### config.mk
export PLATFORM = sky130hd
export DESIGN_NAME = sequence_recorder
export DESIGN_NICKNAME = d
export VERILOG_FILES = /design/src/rtl/sequence_recorder.sv
export SDC_FILE = /design/constraint.sdc
export NUM_CORES = 1
export LEC_CHECK = 0
export ABC_CLOCK_PERIOD_IN_PS = 2400
export CAP_MARGIN = 20
export CORE_MARGIN = 3
export CORE_UTILIZATION = 39
export DETAILED_ROUTE_END_ITERATION = 16
export GPL_TIMING_DRIVEN = 0
export PLACE_DENSITY = 0.85
export SYNTH_ARGS = -nofsm -noshare
export SYNTH_HDL_FRONTEND = slang
export SYNTH_SLANG_ARGS = --single-unit
### constraint.sdc
create_clock -name clock -period 2.4 [get_ports clock]
set_clock_uncertainty 0.15 [all_clocks]
set_input_delay 0.24 -clock clock [delete_from_list [all_inputs] [get_ports clock]]
set_output_delay 0.24 -clock clock [all_outputs]
set_load 0.05 [all_outputs]
### src/rtl/sequence_recorder.sv
`default_nettype none
// ============================================================================
//  Module      : sequence_recorder
//  Description : Records a burst of words into an external single-port RAM
//                and plays them back one word per rate-divider tick.
//                The RAM returns read data one clock after the address.
//  Revision    : 1.0 - initial release
// ============================================================================
module sequence_recorder #(
    parameter int ADDR_W = 5,
    parameter int DATA_W = 20
) (
    input  logic              clock,
    input  logic              reset,
    input  logic              rec_start,
    input  logic              rec_stop,
    input  logic              play_start,
    input  logic [DATA_W-1:0] din,
    input  logic              din_valid,
    input  logic              tick,
    input  logic [DATA_W-1:0] ram_q,
    output logic [ADDR_W-1:0] ram_address,
    output logic [DATA_W-1:0] ram_data,
    output logic              ram_wren,
    output logic [DATA_W-1:0] dout,
    output logic              dout_valid,
    output logic [ADDR_W:0]   length,
    output logic              full,
    output logic              busy,
    output logic              play_done
);

    localparam logic [2:0] c_IDLE      = 3'd0;
    localparam logic [2:0] c_RECORD    = 3'd1;
    localparam logic [2:0] c_PLAY_REQ  = 3'd2;
    localparam logic [2:0] c_PLAY_WAIT = 3'd3;
    localparam logic [2:0] c_PLAY_OUT  = 3'd4;

    // Pointer and length carry one extra bit so a full RAM reads as 2^ADDR_W.
    localparam logic [ADDR_W:0] c_CAPACITY = {1'b1, {ADDR_W{1'b0}}};
    localparam logic [ADDR_W:0] c_ONE      = {{ADDR_W{1'b0}}, 1'b1};
    localparam logic [ADDR_W:0] c_ZERO     = '0;

    logic [2:0]        r_state;
    logic [2:0]        w_next_state;
    logic [ADDR_W:0]   r_ptr;
    logic [ADDR_W:0]   r_length;
    logic [DATA_W-1:0] r_dout;
    logic              r_dout_valid;
    logic              r_play_done;
    logic              w_full;
    logic              w_write;
    logic [ADDR_W:0]   w_ptr_inc;

    assign w_full    = (r_length == c_CAPACITY);
    assign w_ptr_inc = r_ptr + c_ONE;

    // Reset gates the write strobe so an abort mid-record never writes.
    assign w_write = (r_state == c_RECORD) && din_valid && !w_full && !reset;

    // The pointer addresses the RAM in every state; it only moves when a
    // write lands or a word is emitted, so the read address is stable
    // across PLAY_REQ and PLAY_WAIT.
    assign ram_address = r_ptr[ADDR_W-1:0];
    assign ram_data    = din;
    assign ram_wren    = w_write;
    assign dout        = r_dout;
    assign dout_valid  = r_dout_valid;
    assign length      = r_length;
    assign full        = w_full;
    assign busy        = (r_state != c_IDLE);
    assign play_done   = r_play_done;

    // State register.
    always_ff @(posedge clock) begin
        if (reset) begin
            r_state <= c_IDLE;
        end else begin
            r_state <= w_next_state;
        end
    end

    // Next-state decode; rec_start wins over a simultaneous play_start.
    always_comb begin
        w_next_state = r_state;
        case (r_state)
            c_IDLE: begin
                if (rec_start) begin
                    w_next_state = c_RECORD;
                end else if (play_start && (r_length != c_ZERO)) begin
                    w_next_state = c_PLAY_REQ;
                end
            end
            c_RECORD: begin
                if (rec_stop) begin
                    w_next_state = c_IDLE;
                end
            end
            c_PLAY_REQ: begin
                if (tick) begin
                    w_next_state = c_PLAY_WAIT;
                end
            end
            c_PLAY_WAIT: begin
                w_next_state = c_PLAY_OUT;
            end
            c_PLAY_OUT: begin
                if (w_ptr_inc == r_length) begin
                    w_next_state = c_IDLE;
                end else begin
                    w_next_state = c_PLAY_REQ;
                end
            end
            default: begin
                w_next_state = c_IDLE;
            end
        endcase
    end

    // Pointer, length, playback output register and status pulses.
    always_ff @(posedge clock) begin
        if (reset) begin
            r_ptr        <= c_ZERO;
            r_length     <= c_ZERO;
            r_dout       <= '0;
            r_dout_valid <= 1'b0;
            r_play_done  <= 1'b0;
        end else begin
            r_dout_valid <= 1'b0;
            r_play_done  <= 1'b0;
            case (r_state)
                c_IDLE: begin
                    if (rec_start) begin
                        r_ptr    <= c_ZERO;
                        r_length <= c_ZERO;
                    end else if (play_start) begin
                        if (r_length == c_ZERO) begin
                            r_play_done <= 1'b1;
                        end else begin
                            r_ptr <= c_ZERO;
                        end
                    end
                end
                c_RECORD: begin
                    if (w_write) begin
                        r_ptr    <= w_ptr_inc;
                        r_length <= r_length + c_ONE;
                    end
                end
                c_PLAY_WAIT: begin
                    // ram_q is valid now, so dout and its strobe are
                    // presented throughout the PLAY_OUT cycle.
                    r_dout       <= ram_q;
                    r_dout_valid <= 1'b1;
                end
                c_PLAY_OUT: begin
                    r_ptr <= w_ptr_inc;
                    if (w_ptr_inc == r_length) begin
                        r_play_done <= 1'b1;
                    end
                end
                default: begin
                end
            endcase
        end
    end

endmodule
`default_nettype wire

Word-level counts from Yosys, hierarchy flattened
Cells that the tools add are included. W data, S select, Z words.

Add/subtract/negate cells: 2. Equality and inequality tests: 13. Muxes and demuxes: 20. Reduce and logical (&&, ||, !) cells: 15.

Operators by type and width (number): $mux W6 (6); $pmux W6 S3 (1); $pmux W3 S5 (1); $add A6 B1 Y6 const B (2); $mux W3 (4); $pmux W6 S2 (1); $ne A3 B3 Y1 const B (3); $ne A2 B2 Y1 const B (4); $eq A3 B2 Y1 const B (2); $eq A6 B6 Y1 (1); $eq A6 B6 Y1 const B (1); $logic_not A6 Y1 (1); $reduce_and A3 Y1 (2); $reduce_bool A3 Y1 (2); $reduce_bool A6 Y1 (1); $mux W1 (5); $logic_and A1 B1 Y1 (4); $reduce_and A4 Y1 (1); $eq A3 B1 Y1 const B (1); $eq A3 B3 Y1 const B (1); $logic_not A3 Y1 (1); $logic_not A1 Y1 (2); $mux W2 (1); $pmux W1 S2 (1); $reduce_bool A2 Y1 (1).

Register bits: 37. Bits of input ports: 47. Output and inout bits: 56. Word-level logic and storage cells: 56.

Depth between registers and ports, before layout
Gate-level depths: netlist (run 1).

Word-level depth: 6. Gate-level depth with buffers: 7. Gate-level depth less buffers: 7.

Least setup slack after synthesis (run 1)
OpenSTA, ideal clock, no wires.

Path type: reg-to-reg. Start point: reg r_length[0], in the netlist length[0]. End point: reg r_length[2], in the netlist length[2]. Setup time: 0.130 ns. Arrival time: 2.615 ns. Slack: -0.494 ns. Stages on the path, launching flop included: 8. Period minus slack after synthesis: 2.894 ns. Path through: dfxtp_1 -> inv_1 -> ha_1 -> nor4b_4 -> a2111oi_4 -> o21ai_0 -> xnor2_1 -> nor2_1.

Word-level cells in the longest chain between the ends: 6.

RTL lines: start, declared (RTL line 47) `logic [ADDR_W:0] r_length;`; start signal, assigned (RTL line 124) `r_length <= c_ZERO;`; start signal, assigned (RTL line 135) `r_length <= c_ZERO;`; start signal, assigned (RTL line 147) `r_length <= r_length + c_ONE;`; $eq A6 B6 Y1 (RTL line 55) `assign w_full = (r_length == c_CAPACITY);`; $logic_not A1 Y1 (RTL line 59) `assign w_write = (r_state == c_RECORD) && din_valid && !w_full && !reset;`; $logic_and A1 B1 Y1 (2 in series) (RTL line 59); net ram_wren (RTL line 24) `output logic ram_wren,`; $ne A2 B2 Y1 (no source line); $reduce_and A3 Y1 (no source line).

The timed path passes the listed nets, and every way through them passes these cells. The select of a mux whose other input is x is not followed. A chain may end at the register's enable or synchronous reset.

Final worst setup path (run 1)
Start point: reg r_state[0]. End point: out busy.

Word-level cells in the longest chain between the ends: 1.

RTL lines: start, declared (RTL line 44) `logic [2:0] r_state;`; start signal, assigned (RTL line 77) `r_state <= c_IDLE;`; start signal, assigned (RTL line 79) `r_state <= w_next_state;`; $reduce_bool A3 Y1 (RTL line 71) `assign busy = (r_state != c_IDLE);`; end, declared (RTL line 29) `output logic busy,`.

No other way between the ends.

==> results of run 1 <==
[kinds of logic after synthesis]
logic type,Yosys count
AO/OA/AOI/OAI,59
XOR/XNOR,12
adder cells (fa/ha/maj),3
buffers and inverters,48
flip-flops,37
AND/OR/NAND/NOR,84
[stage by stage]
step / utilization, % / total power (uW) / worst slack, ns / TNS [ns] / instances
2_1_floorplan: - / 976 / -0.0461 / -0.100 / 243
3_3_place_gp: 59.9 / 1120 / -0.302 / -0.302 / 391
3_5_place_dp: 59.9 / 1130 / -0.315 / -0.315 / 391
4_1_cts: 62.3 / 1660 / 0.0308 / 0 / 399
5_1_grt: 62.9 / 1720 / 0.00951 / 0 / 403
6_report: 62.9 / 1660 / 0.108 / 0 / 403
[cells in the final DEF (no fill, tap or decap), types with 5 or more instances in the layout]
cell type	count
a21o_1	5
a21oi_1	25
buf_4	29
clkbuf_1	9
clkbuf_8	6
clkdlybuf4s50_1	79
dfxtp_1	31
inv_1	8
nand2_1	45
nor2_1	15
nor3_1	6
o21ai_0	7
o22ai_1	6
xnor2_1	7
xor2_1	5
[sequential cells by signal, summed over array words and instances, names as in the netlist]
signal and count:
play_done 1, r_ptr 6, dout 20, r_state 3, length 6, dout_valid 1
[final timing paths]
check | from | end | slack [ns]
worst max-delay path | r_state[0] | busy | 0.11
worst min-delay path | dout[8] | dout[8] | 0.31
worst max register to register | length[1] | r_ptr[5] | 0.11
worst min register to register | dout[8] | dout[8] | 0.31
[routing by layer]
layer	share of wire (%)	global-route usage, %	vias up	wire length [um]
li1	-	-	984	-
met1	43	22.1	871	2320
met2	51	31.7	60	2750
met3	5.0	3.52	8	271
met4	1.4	5.98	0	78
met5	0	0	-	0
[cell type report]
cell class,count,area (sq um),share of cell area [%]
well taps,67,83.8,2.79
clock buffers,7,108,3.58
multi-input cells,158,931,30.9
flip-flops and latches,37,753,25.0
clock inverters,1,7.51,0.249
repair buffers,85,837,27.8
plain buffers,38,251,8.36
inverters,10,37.5,1.25
[worst max-delay path: stages (launching register included)]
cell and delay (ns):
dfxtp_2 0.32, buf_6 0.12, or3_1 0.29, clkbuf_1 0.15, clkdlybuf4s50_1 0.72
[power groups by stage]
stage	sequential (uW)	clock (uW)	combinational, uW
floorplan	709	0	268
global placement	662	0	461
detailed placement	663	0	467
CTS	648	537	471
global route	651	561	509
finish	648	536	477
[what timing repair did]
action                     in CTS  in global routing
pin swaps                       1                  1
setup buffers                   0                  4
resized for setup               8                  3
setup endpoints to repair       2                  4
==> run summary, run 1 <==
Top-count cell post-synth: nand2_1
Post-Synth Simple-Gate Area: 20.1%
Final Hold Viols: 0
Status: finished clean
Post-Synthesis Cells: 243
P per Cell Area: 552 nW/um^2
CP Capture Type: output port
Slew headroom: 51.6%
CORE AREA: 4790 sq um
Compound-Gate Fraction of Synth Area: 20.1%
Synth Area in XOR/XNOR: 5.38%
Clock tree buffer depth: 2
Initial Utilization: 40.8%
DRC: 0
Area growth from synthesis to layout: 54.1%
Predominant post-synthesis flop cell: dfxtp_1
Filler cells: 424
RSZ-0062 raised after global routing: no
Synthesized area: 1950 sq um
Crit start category: register
FF+latch count, synth: 37
Share of synthesized registers carrying an async set or reset: 0%
Sequential group share of total power: 39.0%
Top cells by count, synth: 45 x nand2_1, 37 x dfxtp_1, 26 x buf_4
Routed Antenna Nets: 0
Mux cell area share after synthesis: 0%
Die width: 76.8 um
Final Slew Violations: 0
Clock-pin slew on the worst setup and hold paths: 0.08 ns
GRT Util Overall: 18.1%
Hold depth: 2
Placed Area: 2870 sq um
Mean post-synth cell area: 8.04 sq um
Largest net degree at the start of global routing: 13
Final setup violation count: 0
Drt pass-1 iters: 4
Worst slew pin tran: 0.719 ns
CTS hold repair buffers: 0
Pleak: 0.00118 uW
Post-synthesis adder-cell area fraction: 1.92%
CP required: 2.01 ns
Kind of critical path: register to output port
Yosys top cell by area: dfxtp_1
Logic gate share of total power: 28.7%
WL per Instance: 13.5 um
Largest family of logic cells by synthesized area: simple AND/OR/NAND/NOR gates
WP data arrival: 1.90 ns
Nets@finish: 385
Row count: 25
Period minus WS final: 2.29 ns
GP Congestion: 0.818
Post-DP HPWL: 3880 um
H-tree Lvls: 2
Via count: 1923
Final wirelength: 5430 um
Worst-Skew Late Latency: 0.29 ns
Post-synthesis sequential area ratio: 37.9%
TritonCTS Buffers: 5
IO buf count: 81
Max rail drop VDD: 361 uV
Syn. warnings: 0
Yosys cell types: 41
Total clock sinks: 37
P_int: 1120 uW
CTS tree: built
Final instance area: 3010 sq um
Antenna diodes: 0
Worst hold slack: 0.307 ns
Type of the worst min-delay path: register to register
Switching part of the total: 32.3%
Die H: 76.8 um
Initial drt markers: 101
Crit share post-route: 95.5%
Net Switching: 537 uW
Num ports: 103
Number of synthesized flops with an enable pin: 0
Drt via density: 4.77
Share of post-route cells with drive strength above 1: 16.4%
Max Freq: 436 MHz
Vias in the first global route: 1919
GR Overflow Total: 0
Initial antenna violation count: 0
Worst-path fanout max: 10
Die Area: 5890 sq um
Synth top area cells: dfxtp_1 38%, buf_4 10%, nand2_1 8.6%
Syn Nets: 293
Clk network pwr share: 32.3%
CTS root buf: clkbuf_8
Global-route wire length before repair: 8890 um
Top cell type's share of synthesized area: 37.9%
Maximum Capacitance Violations: 0
R2R cell count: 7
No activity file was read; power rests on OpenSTA's default activity.
==> run 2: changes to the inputs <==
--- a/config.mk
+++ b/config.mk
@@ -7,7 +7,6 @@
 export LEC_CHECK = 0
 export ABC_CLOCK_PERIOD_IN_PS = 2400
 export CAP_MARGIN = 20
-export CORE_MARGIN = 3
 export CORE_UTILIZATION = 39
 export DETAILED_ROUTE_END_ITERATION = 16
 export GPL_TIMING_DRIVEN = 0
==> run summary, run 2 (synthesized netlist as in run 1, its figures left out) <==
Levels on crit path: 6
Die Area: 5290 sq um
GR Overflow Total: 0
Final wirelength: 4880 um
CP max-delay cell: clkdlybuf4s15_1
Uppermost layer routed: met4
CORE AREA: 4790 sq um
Die width: 72.8 um
Worst-Skew Late Latency: 0.29 ns
FF-to-FF End: r_ptr[2]
CTS tree: built
Placed insts: 391
Critical Path Sink: full
Crit share post-route: 97.4%
Via count: 1952
Initial antenna violation count: 0
Routed Antenna Nets: 0
Met3 wire len: 292 um
Final Slew Violations: 0
Period minus WS final: 2.34 ns
Worst-path fanout max: 6
CP Capture Type: output port
WP data arrival: 1.95 ns
RR Startpoint: length[0]
Clock tree buffer depth: 2
Worst hold slack: 0.306 ns
Initial drt markers: 144
Vias in the first global route: 1712
Drt pass-1 iters: 4
CP peak stage delay: 0.49 ns
Met2 routed WL: 2430 um
Metal1 wirelength: 2120 um
Total clock sinks: 37
GRT Util Overall: 18.3%
CTS root buf: clkbuf_8
Type of the worst min-delay path: register to register
Num ports: 103
Pleak: 0.00117 uW
Reg-to-reg slack, setup: 0.15 ns
Nets@finish: 384
Max Freq: 428 MHz
IO buf count: 81
GP Congestion: 0.841
WL per Instance: 12.2 um
TritonCTS Buffers: 5
Initial Utilization: 40.8%
Max rail drop VDD: 271 uV
DRC: 0
Antenna diodes: 0
Share of post-route cells with drive strength above 1: 15.6%
Post-DP HPWL: 3600 um
Power, Total: 1560 uW
P per Cell Area: 524 nW/um^2
Clock-pin slew on the worst setup and hold paths: 0.07 ns
Kind of critical path: register to output port
Final instance area: 2980 sq um
Core Util, Final: 62.2%
Die H: 72.8 um
Critical path startpoint: length[0]
CP required: 2.01 ns
R2R cell count: 7
Slew headroom: 57.8%
H-tree Lvls: 2
Row count: 25
Status: finished clean
Drt via density: 4.87
Placed Area: 2870 sq um
Largest net degree at the start of global routing: 12
Worst slew pin tran: 0.632 ns
Commonest non-fill, non-tap cell in the layout: clkdlybuf4s50_1
Area growth from synthesis to layout: 52.5%
Maximum Capacitance Violations: 0
Top delay family on crit path: buffers and inverters
Crit start category: register
WP buf/inv: 3
Max reg flops: 20
Worst path cell trace: inv_2 > ha_2 > nor4b_4 > nand2_1 > inv_1 > clkdlybuf4s15_1
Final Hold Viols: 0
Final setup violation count: 0
Global-route wire length before repair: 7640 um
Most frequent cells in the layout: 79 x clkdlybuf4s50_1, 45 x nand2_1, 31 x dfxtp_1
Layout Cells excl Fill: 401
==> run 2: cell types whose count changed in the layout (fill, tap and decap cells not counted), sizes merged <==
cell / delta
buf: -1
clkdlybuf4s15: +1
clkbuf: -2
==> run 2: area by class of cell <==
type,count,area (sq um)
clock inverter,1,7.51
fill,443,1810
multi-input combinational,158,931
tap,67,83.8
buffer,38,251
clock buffer,6,82.6
sequential,37,753
timing repair buffer,84,831
inverter,10,37.5
==> run 2: metrics by stage <==
step	setup slack, ns	setup TNS (ns)
final	0.0633	0
after global routing	-0.0277	-0.0277
after CTS	0.00555	0
after detailed placement	-0.330	-0.330
after global placement	-0.299	-0.299
after floorplan	-0.0461	-0.100
==> run 2: worst reg2reg max path, stage by stage, from the launching register on <==
cell	delay, ns
dfxtp_4	0.37
inv_2	0.07
ha_2	0.18
nor4b_4	0.41
a211oi_1	0.16
o21ai_0	0.52
nor3b_1	0.13
a21o_1	0.18
==> run 2: what timing repair did <==
action | 4_1_cts | 5_1_grt
hold buffers | 0 | 0
buffers inserted | 0 | 3
gates resized for setup | 7 | 2
pin swaps | 1 | 1
setup endpoints to repair | 2 | 4
==> run 2: worst min-delay path by stage <==
stage                    end       from  cells after the start
global route         dout[1]    dout[1]                      2
finish               dout[7]    dout[7]                      2
floorplan           dout[17]  ram_q[17]                      2
CTS                  dout[7]    dout[7]                      2
global placement    dout[11]   dout[11]                      2
detailed placement   dout[7]    dout[7]                      2
==> run 2: power by group <==
part	total, uW	switching (uW)	leakage [uW]	internal [uW]
clock	441	214	0.0000433	227
combinational	473	279	0.000820	193
sequential	649	14.2	0.000303	634
==> run 2: metal layers <==
layer / vias to the layer above / track usage, %
met1: 891 / 23.3
met5: - / 0
met2: 82 / 30.7
met4: 0 / 7.19
met3: 5 / 3.45
li1: 974 / -
